File: config.mk
export PLATFORM = sky130hd
export DESIGN_NAME = sort_frame_ctrl
export DESIGN_NICKNAME = d
export VERILOG_FILES = /design/src/rtl/sort_frame_ctrl.sv
export SDC_FILE = /design/constraint.sdc
export NUM_CORES = 1
export LEC_CHECK = 0
export CORE_MARGIN = 3
export CORE_UTILIZATION = 44
export CTS_BUF_LIST = sky130_fd_sc_hd__clkbuf_8
export CTS_CLUSTER_DIAMETER = 120
export DETAILED_ROUTE_END_ITERATION = 10
export GPL_TIMING_DRIVEN = 0
export PLACE_DENSITY = 0.74
export SKIP_CTS_REPAIR_TIMING = 1
export SLEW_MARGIN = 20
export SYNTH_ARGS = -nofsm -noshare
export SYNTH_HDL_FRONTEND = slang
export SYNTH_SLANG_ARGS = --single-unit
File: constraint.sdc
create_clock -name clk -period 2.4 [get_ports clk]
set_input_delay 0.48 -clock clk [delete_from_list [all_inputs] [get_ports clk]]
set_output_delay 0.48 -clock clk [all_outputs]
set_load 0.005 [all_outputs]
File: src/rtl/sort_frame_ctrl.sv
// Frame sequencer for the paixu sort/max pipeline: clears the core, gates
// exactly frame_len samples into it, waits out the core latency and
// captures the core's running maximum as the frame result.
module sort_frame_ctrl #(
  parameter int DW       = 8,
  parameter int LEN_W    = 8,
  parameter int PIPE_LAT = 3
) (
  input  logic             clk,
  input  logic             rst_n,
  input  logic             start,
  input  logic             abort,
  input  logic [LEN_W-1:0] frame_len,
  input  logic [DW-1:0]    s_data,
  input  logic             s_valid,
  output logic             s_ready,
  output logic             core_clr,
  output logic             core_en,
  output logic [DW-1:0]    core_data,
  input  logic [DW-1:0]    core_max,
  output logic [DW-1:0]    res_data,
  output logic             res_valid,
  output logic             done,
  output logic             err,
  output logic             busy
);

  localparam int DRN_W = $clog2(PIPE_LAT + 2);

  typedef enum logic [2:0] {
    S_IDLE,
    S_CLEAR,
    S_LOAD,
    S_DRAIN,
    S_REPORT
  } state_t;

  state_t             state;
  logic [LEN_W-1:0]   len_q;
  logic [LEN_W-1:0]   cnt_q;
  logic [LEN_W-1:0]   cnt_nxt;
  logic [DRN_W-1:0]   drn_q;
  logic               abort_q;

  // Moore decodes of the current state
  always_comb begin
    s_ready  = (state == S_LOAD);
    core_clr = (state == S_CLEAR);
    busy     = (state != S_IDLE);
    cnt_nxt  = cnt_q + LEN_W'(1);
  end

  // Frame sequencing FSM with registered core/result outputs
  always_ff @(posedge clk or negedge rst_n) begin
    if (!rst_n) begin
      state     <= S_IDLE;
      len_q     <= '0;
      cnt_q     <= '0;
      drn_q     <= '0;
      abort_q   <= 1'b0;
      core_en   <= 1'b0;
      core_data <= '0;
      res_data  <= '0;
      res_valid <= 1'b0;
      done      <= 1'b0;
      err       <= 1'b0;
    end else begin
      core_en   <= 1'b0;
      res_valid <= 1'b0;
      done      <= 1'b0;
      err       <= 1'b0;
      // Abort reuses CLEAR for its clearing cycle; abort_q sends CLEAR to IDLE
      if (abort && state != S_IDLE) begin
        state   <= S_CLEAR;
        abort_q <= 1'b1;
      end else begin
        case (state)
          S_IDLE: begin
            if (start) begin
              if (frame_len != '0) begin
                len_q   <= frame_len;
                cnt_q   <= '0;
                abort_q <= 1'b0;
                state   <= S_CLEAR;
              end else begin
                err <= 1'b1;
              end
            end
          end
          S_CLEAR: begin
            abort_q <= 1'b0;
            state   <= abort_q ? S_IDLE : S_LOAD;
          end
          S_LOAD: begin
            if (s_valid) begin
              core_en   <= 1'b1;
              core_data <= s_data;
              cnt_q     <= cnt_nxt;
              if (cnt_nxt == len_q) begin
                drn_q <= DRN_W'(PIPE_LAT + 1);
                state <= S_DRAIN;
              end
            end
          end
          S_DRAIN: begin
            drn_q <= drn_q - DRN_W'(1);
            if (drn_q == DRN_W'(1)) state <= S_REPORT;
          end
          S_REPORT: begin
            res_data  <= core_max;
            res_valid <= 1'b1;
            done      <= 1'b1;
            state     <= S_IDLE;
          end
          default: state <= S_IDLE;
        endcase
      end
    end
  end

endmodule

==> flow_summary.ini, run 1 <==
[run_status]
status = completed

[place]
hpwl_um = 3220
place_area_um2 = 2640
place.gp.congestion = 0.781
dp.cells = 304
port_buffers = 50

[worst_setup_path]
ff2ff_setup_slack_ps = 140
critPathSlowestCell = dfrtp_1
path_max_fanout = 7
reg2reg_depth = 6
path_buf_inv = 0
critPathKind = flop to flop
cp-end-kind = flop
critPathMostFrequentCell = a211o_1
path_cells = ha_1 > nand3_2 > or3_1 > a211o_1 > a211o_1 > o31a_1
critPathLaunchType = flop
crit_arrival_ps = 2450
critical_path.max_stage_delay_ps = 470
required_ps = 2590
r2r_end = drn_q[0]$_DFFE_PN0P_
cp.depth = 6
crit_start = cnt_q[0]$_DFFE_PN0P_
reg2reg_from = cnt_q[0]$_DFFE_PN0P_
critPathTopFamily = compound AO/OA/AOI/OAI gates

[floorplan]
io_pins = 52
rows = 24
die-height_um = 74.4
die-area_um2 = 5530
die_x_um = 74.4
core_region_area_um2 = 4440
initial_core_util_pct = 46.3

[clock_network]
cts_tree = yes
clk_path_buf_depth = 2
clkSinkCount = 42
cts_max_level = 2
cts_buffers = 5
clk_pin_slew_ps = 80
ctsRootBufferMaster = clkbuf_8
clock_latency_ps = 300

[power_and_ir_drop]
vdd_drop_max_v = 0.000547
pwr-share-comb_pct = 35.1
p_clk_share_pct = 22.1
p_leak_uw = 0.00120
sequentialPowerShare_pct = 42.8
switching_share_pct = 30.9
internal_power_uw = 1690
p_per_area_nw_per_um2 = 890
p_sw_uw = 758

[detailed_routing]
via_per_inst = 5.33
vias = 1664
first_pass_iters = 4
drc_errors = 0
wire_per_inst_um = 13.8
ant_nets = 0
routed_wl_um = 4290
drt_iter0_markers = 95

[timing]
finalHoldViolCount = 0
setup_viol = 0
worst_slew_pin_slew_ps = 947
fmax_mhz = 442
slew-limit-headroom_pct = 36.7
fin_crit_ps = 2260
slew_violations = 0
clock_skew_ps = 4.57
rsz0062_at_grt = false
post-route-period-util_pct = 94.3

[cells_and_area]
n_fill_cell = 375
nets = 291
diodes = 0
design_area_um2 = 2760
layout-drive-gt1-share_pct = 13.1
postLayoutCoreUtil_pct = 62.0
area_delta_synth_final_pct = 34.1
layout.cells.non_filler = 312

[synth]
ys_ff_latch = 42
netlist_area_um2 = 2060
syn_nets = 233
synthArstFlopShare_pct = 100
yosys_warnings = 0
synth-edff-count = 0
syn_avg_cell_area_um2 = 10.2
synth_cells = 201
yosysSeqAreaShare_pct = 51.1
synth_ff_type = dfrtp_1
yosys.cell_types.count = 41

[grt]
grt_pass1_vias = 1624
antenna_found_initial = 0
global_route.usage.total_pct = 17.4
grt_max_degree = 32
grt_pass1_wl_um = 7350
grt_overflow = 0

[flow_run]
drv_cap = 0

[hold_path]
hp-class = input port to async pin
[state kept, by name, indices dropped and copies added, names as in the netlist]
signal     cells
cnt_q          8
core_data      8
len_q          8
res_data       8
drn_q          3
state          3
abort_q        1
core_en        1
done           1
err            1
[logic make-up after synthesis]
kind of cell	synth area share [%]
and+or+nand+nor	19.4
DFF	51.1
AOI/OAI and AO/OA	12.0
muxes	8.22
buffers and inverters	3.16
xor gates and xnor gates	4.26
adders and majority gates	1.83
[worst reg2reg max path, stage by stage, from the launching register on]
cell and delay, ps:
dfrtp_1 470, ha_1 330, nand3_2 140, or3_1 360, a211o_1 310, a211o_1 290, o31a_1 250
[through the flow]
stage	hold WS [ps]	setup TNS [ps]	total power [uW]	worst slack [ps]
floorplan	184	0	1550	370
global route	48.8	0	2650	3.92
detailed placement	375	-1120	1930	-178
finish	51.9	0	2450	138
global placement	458	-10090	1900	-228
CTS	50.0	0	2480	82.6
[cell type report]
| type | count | area, um^2 | area share, % |
|---|---|---|---|
| sequential | 42 | 1050 | 38.1 |
| multi-input combinational | 145 | 951 | 34.5 |
| timing repair buffer | 51 | 515 | 18.7 |
| clock buffer | 5 | 68.8 | 2.50 |
| tap | 52 | 65.1 | 2.36 |
| buffer | 9 | 46.3 | 1.68 |
| clock inverter | 3 | 40.0 | 1.45 |
| inverter | 5 | 18.8 | 0.681 |
[layout by cell type (no fill, tap or decap), types with 2 or more instances in the layout]
cell type and n:
nor2_1 8, clkbuf_1 5, xor2_1 5, clkbuf_8 5
nand2_1 35, inv_1 5, dfrtp_1 42, buf_2 2
a211o_1 2, nand3_1 3, and3b_1 2, nor4_1 3
nor2b_1 5, clkdlybuf4s50_1 49, xnor2_1 5, nand3b_1 3
nor3_1 5, a21oi_1 5, ha_1 3, o31ai_1 2
buf_4 3, nand2b_1 4, and2_1 2, mux2_2 15
nand4_1 2, o211ai_1 4, o21ai_0 14, clkinv_2 2
[worst max-delay path by stage]
stage	endpoint	slack [ps]
final	drn_q[0]$_DFFE_PN0P_	140
after global routing	drn_q[0]$_DFFE_PN0P_	4
after CTS	busy	80
after detailed placement	cnt_q[3]$_DFFE_PN0P_	-180
after global placement	len_q[5]$_DFFE_PN0P_	-230
after floorplan	drn_q[0]$_DFFE_PN0P_	370
[power by group through the flow]
stage	clock network (uW)	registers (uW)	logic [uW]
floorplan	0	1040	507
global placement	0	1060	843
detailed placement	0	1060	863
CTS	558	1050	868
global route	590	1080	980
finish	543	1050	861
[metal layers]
layer	wire length, um	track usage [%]
met3	270	6.22
met2	2080	28.0
met5	0	0
met1	1880	21.8
met4	62	6.52
[cells in the mapped netlist (all sizes together), types with 2 or more instances]
| master | n | area, um^2 |
|---|---|---|
| a211o | 2 | 17.5 |
| a21oi | 6 | 33.8 |
| and2 | 2 | 12.5 |
| and3b | 2 | 17.5 |
| buf | 4 | 27.5 |
| clkbuf | 5 | 18.8 |
| dfrtp | 42 | 1050 |
| ha | 3 | 37.5 |
| inv | 5 | 18.8 |
| mux2 | 15 | 169 |
| nand2 | 35 | 131 |
| nand2b | 4 | 25.0 |
| nand3 | 4 | 25.0 |
| nand3b | 3 | 22.5 |
| nand4 | 2 | 12.5 |
| nor2 | 8 | 30.0 |
| nor2b | 5 | 31.3 |
| nor3 | 6 | 30.0 |
| nor4 | 4 | 25.0 |
| o211ai | 4 | 30.0 |
| o21ai | 15 | 75.1 |
| o31ai | 2 | 15.0 |
| xnor2 | 5 | 43.8 |
| xor2 | 5 | 43.8 |
Note: power is estimated with default switching activity, not from simulation.
==> inputs of run 2 (changes only) <==
--- a/config.mk
+++ b/config.mk
@@ -7,7 +7,6 @@
 export LEC_CHECK = 0
 export CORE_MARGIN = 3
 export CORE_UTILIZATION = 44
-export CTS_BUF_LIST = sky130_fd_sc_hd__clkbuf_8
 export CTS_CLUSTER_DIAMETER = 120
 export DETAILED_ROUTE_END_ITERATION = 10
 export GPL_TIMING_DRIVEN = 0
==> results of run 2 <==
Final layout, timing and power as in run 1 (identical DEF).
